<file path="config.mk">
export PLATFORM = sky130hd
export DESIGN_NAME = pp_gen_pipe
export DESIGN_NICKNAME = d
export VERILOG_FILES = /design/src/rtl/pp_pkg.sv /design/src/rtl/bw_pp_row.sv /design/src/rtl/pp_gen_pipe.sv
export SDC_FILE = /design/constraint.sdc
export NUM_CORES = 1
export LEC_CHECK = 0
export CORE_MARGIN = 2
export CORE_UTILIZATION = 35
export CTS_BUF_LIST = sky130_fd_sc_hd__clkbuf_2 sky130_fd_sc_hd__clkbuf_4 sky130_fd_sc_hd__clkbuf_8
export DETAILED_ROUTE_END_ITERATION = 16
export PLACE_DENSITY = 0.58
export REMOVE_ABC_BUFFERS = 1
export SYNTH_ARGS = -nofsm -noshare
export SYNTH_HDL_FRONTEND = slang
export SYNTH_SLANG_ARGS = --single-unit
</file>
<file path="constraint.sdc">
create_clock -name clk -period 11.1 [get_ports clk]
set_clock_uncertainty 0.2 [all_clocks]
set_input_delay 3.33 -clock clk [delete_from_list [all_inputs] [get_ports clk]]
set_output_delay 3.33 -clock clk [all_outputs]
set_load 0.01 [all_outputs]
</file>
<file path="src/rtl/pp_pkg.sv">
// Shared constants and types for the Baugh-Wooley partial-product generator
// and the downstream compressor stage that consumes its pp words.
package pp_pkg;

    localparam int W_DEF     = 12;
    localparam int TAG_W_DEF = 4;
    localparam int DEPTH_DEF = 2;
    localparam int PP_W      = W_DEF * W_DEF;

    typedef logic [PP_W-1:0] pp_word_t;

    typedef enum logic [1:0] {
        FIFO_IDLE = 2'b00,
        FIFO_POP  = 2'b01,
        FIFO_PUSH = 2'b10,
        FIFO_BOTH = 2'b11
    } fifo_op_e;

    // A one-entry buffer still needs a one-bit pointer to index storage.
    function automatic int ptr_width(input int depth);
        return (depth > 1) ? $clog2(depth) : 1;
    endfunction

endpackage

</file>
<file path="src/rtl/bw_pp_row.sv">
// One signed Baugh-Wooley partial-product row: a & b, with the sign column
// inverted on ordinary rows and the magnitude columns inverted on the last row.
module bw_pp_row
    import pp_pkg::*;
#(
    parameter int W = W_DEF
) (
    input  logic [W-1:0] a,
    input  logic         b,
    input  logic         last,
    output logic [W-1:0] row
);

    logic [W-1:0] and_bits;
    logic [W-1:0] inv_mask;

    assign and_bits = a & {W{b}};

    // Sign-by-sign product stays positive, so the last row keeps its top bit.
    assign inv_mask = last ? {1'b0, {(W-1){1'b1}}} : {1'b1, {(W-1){1'b0}}};

    assign row = and_bits ^ inv_mask;

endmodule

</file>
<file path="src/rtl/pp_gen_pipe.sv">
// Signed Baugh-Wooley partial-product generator feeding a small FIFO of
// {pp, tag}; correction constants 2^W and 2^(2W-1) are left to the compressor.
module pp_gen_pipe
    import pp_pkg::*;
#(
    parameter int W     = W_DEF,
    parameter int DEPTH = DEPTH_DEF,
    parameter int TAG_W = TAG_W_DEF
) (
    input  logic             clk,
    input  logic             rst,
    input  logic             in_valid,
    output logic             in_ready,
    input  logic [W-1:0]     in_a,
    input  logic [W-1:0]     in_b,
    input  logic [TAG_W-1:0] in_tag,
    output logic             out_valid,
    input  logic             out_ready,
    output logic [W*W-1:0]   out_pp,
    output logic [TAG_W-1:0] out_tag,
    output logic [1:0]       out_cnt
);

    localparam int PTR_W = ptr_width(DEPTH);

    logic [W*W-1:0]   pp_word_p0;
    logic [W*W-1:0]   pp_mem_p1  [DEPTH];
    logic [TAG_W-1:0] tag_mem_p1 [DEPTH];
    logic [PTR_W-1:0] wr_ptr;
    logic [PTR_W-1:0] rd_ptr;
    logic [1:0]       cnt;
    logic             push;
    logic             pop;
    fifo_op_e         op;

    function automatic logic [PTR_W-1:0] next_ptr(input logic [PTR_W-1:0] p);
        return (p == PTR_W'(DEPTH - 1)) ? '0 : p + PTR_W'(1);
    endfunction

    // Stage p0: combinational partial products straight from the operands.
    genvar i;
    generate
        for (i = 0; i < W; i++) begin : g_row
            bw_pp_row #(.W(W)) u_row (
                .a    (in_a),
                .b    (in_b[i]),
                .last ((i == W - 1) ? 1'b1 : 1'b0),
                .row  (pp_word_p0[W*i +: W])
            );
        end
    endgenerate

    // Ready comes from registered occupancy only, never from out_ready.
    assign in_ready  = ~rst & (int'(cnt) < DEPTH);
    assign out_valid = (cnt != 2'd0);
    assign push      = in_valid & in_ready;
    assign pop       = out_valid & out_ready;

    always_comb begin
        op = FIFO_IDLE;
        case ({push, pop})
            2'b01:   op = FIFO_POP;
            2'b10:   op = FIFO_PUSH;
            2'b11:   op = FIFO_BOTH;
            default: op = FIFO_IDLE;
        endcase
    end

    // Stage p1: FIFO storage, written on accept and read at rd_ptr.
    always_ff @(posedge clk or posedge rst) begin
        if (rst) begin
            wr_ptr <= '0;
            rd_ptr <= '0;
            cnt    <= 2'd0;
            for (int k = 0; k < DEPTH; k++) begin
                pp_mem_p1[k]  <= '0;
                tag_mem_p1[k] <= '0;
            end
        end else begin
            if (push) begin
                pp_mem_p1[wr_ptr]  <= pp_word_p0;
                tag_mem_p1[wr_ptr] <= in_tag;
                wr_ptr             <= next_ptr(wr_ptr);
            end
            if (pop) begin
                rd_ptr <= next_ptr(rd_ptr);
            end
            case (op)
                FIFO_PUSH: cnt <= cnt + 2'd1;
                FIFO_POP:  cnt <= cnt - 2'd1;
                default:   cnt <= cnt;
            endcase
        end
    end

    assign out_pp  = pp_mem_p1[rd_ptr];
    assign out_tag = tag_mem_p1[rd_ptr];
    assign out_cnt = cnt;

endmodule

</file>
==> metrics.cfg <==
[placed_design]
port_buffers = 183
hpwlAfterDp_um = 19800
pre_cts_ws_ps = 2870
global_placement_routability_congestion = 0.695

[clock_network]
cts.hold.buffers_added = 0
clock_insertion_delay_worst_skew_ps = 600
post_cts_resize_count = 0
clk_root_buffer_cell = sky130_fd_sc_hd__clkbuf_8
clock-sinks = 300
post_cts_buffers = 0
cts.clk_slew.worst_paths_ps = 60
ctsLongestPathBuffers = 3
tritoncts = built
cts-buffers-inserted = 52
cts.htree.levels = 2

[sta]
period_share = 0.741
period_needed_ps = 8230
layout_setup_ws_ps = 2870
slew-limit-headroom = 0.277
timing.final.max_slew_violations = 0
achievable-frequency_mhz = 122
timing.final.hold_violations = 0
grt_setup_unrepaired = no
worst_hold_slack_ps = 273
worst_slew_pin_slew_ps = 1080
setup_viol_count_final = 0

[worst_setup_path]
setup.worst_path.end_class = output pin
timing.critical_path.fanout_max = 7
r2r-start = out_cnt[1]$_DFFE_PP0P_
worst-r2r-cell-count = 3
worstSetupEndpoint = in_ready
ws_path_type = input port to output pin
cp_data_required_time_ps = 7570
worst-endpoint-arrival_ps = 4700
worst_setup_path_start_kind = input port
critPathLaunch = rst
r2r_end = pp_mem_p1[151]$_DFFE_PP0P_
worst-r2r-setup-slack_ps = 8360

[floorplanning]
boundaryPins = 184
chipWidth_um = 197
fp.dieH_um = 197
start_util = 0.355
floorplan.core_area_um2 = 36600
fp-row-count = 70
die-area_um2 = 38700

[logic_synthesis]
syn-instance-count = 1295
yosysMostFrequentCell = sky130_fd_sc_hd__nand2_1
netlist_top_cells_area = sky130_fd_sc_hd__dfrtp_1, sky130_fd_sc_hd__mux2_2, sky130_fd_sc_hd__nand2_1
synth.top_cells.by_count = sky130_fd_sc_hd__nand2_1, sky130_fd_sc_hd__dfrtp_1, sky130_fd_sc_hd__o21ai_0, sky130_fd_sc_hd__mux2_2, sky130_fd_sc_hd__clkbuf_1
synthesis.yosys.warnings = 0
synth_edf_count = 0
syn-mean-instance-area_um2 = 10.0
synth.distinct_cells = 24
synth_sequential_area_ratio = 0.578
number_of_register_bits_inferred_by_synthesis = 300
biggest_area_consumer_among_synthesized_cells = sky130_fd_sc_hd__dfrtp_1
netlist_area_um2 = 13000
synth_flop_cell = sky130_fd_sc_hd__dfrtp_1
netlist.area_leader.share = 0.578
synthArstFlopShare = 1.00

[finish]
num-nets-final = 1467
post_route_cells_drive_above_1_share = 0.176
synthToLayoutAreaGrowth_pct = 23.6
antenna-diode-count = 0

[global_routing]
grt_pass1_wl_um = 55000
grt_busiest_layer = met2
use_met2 = 0.290
grt_start_max_net_pins = 144
met3_usage = 0.0440
grt_usage = 0.181
via_count_of_the_first_global_routing_pass = 9804
groute.layer.met1.usage = 0.240
overflow = 0
antenna_violations_before_repair = 0

[power_and_ir_drop]
power_leakage_uw = 0.00711
p_per_area_nw_per_um2 = 316
peakVddDrop_v = 0.000143

[run]
cap_viol_max_count = 0

[routing]
drcViolationCount = 0
detail-route-antenna-nets = 0
detail_route.first_pass.iterations = 4
routed_vias = 9488
drt_wl_total_um = 34100
avgRoutedWirePerCell_um = 17.6
avgViaCountPerCell = 4.90
first_iter_violations = 485

[worst_hold_path]
worstHoldPathType = flip-flop to flip-flop

[status]
outcome = finished, final reports clean

placed cells by master, fill, tap and decap left out, drive strengths merged, types with 2 or more instances in the layout:
| cell | Yosys | routed |
|---|---|---|
| nand2 | 392 | 392 |
| dfrtp | 300 | 300 |
| o21ai | 244 | 244 |
| clkdlybuf4s50 | 0 | 183 |
| mux2 | 148 | 148 |
| clkbuf | 48 | 85 |
| nor2 | 46 | 46 |
| a31oi | 44 | 44 |
| buf | 60 | 10 |
| xnor2 | 2 | 2 |
| xor2 | 2 | 2 |
| clkinv | 0 | 2 |
sequential cells by signal, indices dropped and copies added, names as in the netlist:
register	count
tag_mem_p1	8
out_cnt	2
pp_mem_p1	288
wr_ptr	1
rd_ptr	1
cell families after synthesis:
family          share of synthesized area
fa+ha+maj                        0.000962
xor+xnor                          0.00270
buf+inv                            0.0428
mux                                 0.128
compound gates                      0.117
simple gates                        0.131
flops                               0.578
critical path, stage by stage:
cell and delay [ps]:
sky130_fd_sc_hd__clkdlybuf4s50_1 640, sky130_fd_sc_hd__nor2_1 180, sky130_fd_sc_hd__clkdlybuf4s50_1 550
how the worst min path moves through the flow:
stage | from | endpoint | cells after the start
floorplan | tag_mem_p1[0]$_DFFE_PP0P_ | tag_mem_p1[0]$_DFFE_PP0P_ | 2
global placement | pp_mem_p1[61]$_DFFE_PP0P_ | pp_mem_p1[61]$_DFFE_PP0P_ | 2
detailed placement | tag_mem_p1[6]$_DFFE_PP0P_ | tag_mem_p1[6]$_DFFE_PP0P_ | 2
CTS | tag_mem_p1[6]$_DFFE_PP0P_ | tag_mem_p1[6]$_DFFE_PP0P_ | 2
global route | tag_mem_p1[7]$_DFFE_PP0P_ | tag_mem_p1[7]$_DFFE_PP0P_ | 2
finish | pp_mem_p1[153]$_DFFE_PP0P_ | pp_mem_p1[153]$_DFFE_PP0P_ | 2
where the power goes:
part	switching (uW)	internal, uW	leakage [uW]
Clock	448	597	0.000575
Combinational	969	1170	0.00274
Sequential	266	1630	0.00379
Total	1680	3390	0.00711
layout make-up:
cell class	count	area [um2]
Fill cell	3577	20500
Sequential cell	300	7510
Multi-Input combinational cell	886	4980
Timing Repair Buffer	193	1910
Clock buffer	85	1060
Tap cell	468	586
Inverter	1	11.3
Clock inverter	2	10.0
per-stage QoR:
step	setup TNS, ps	std cells	area (um2)	util	total power, uW
2_1_floorplan	-215770	1187	12400	-	3050
3_3_place_gp	0	1848	15000	0.409	4030
3_5_place_dp	0	1848	15000	0.409	4080
4_1_cts	0	1935	16100	0.439	5150
5_1_grt	0	1935	16100	0.439	5440
6_report	0	1935	16100	0.439	5070
metal layers:
layer / part of all wire / vias up
met5: 0 / -
met4: 0.027 / 0
met3: 0.056 / 70
met2: 0.46 / 212
met1: 0.46 / 4561
li1: - / 4645
Note: power is estimated with default switching activity, not from simulation.
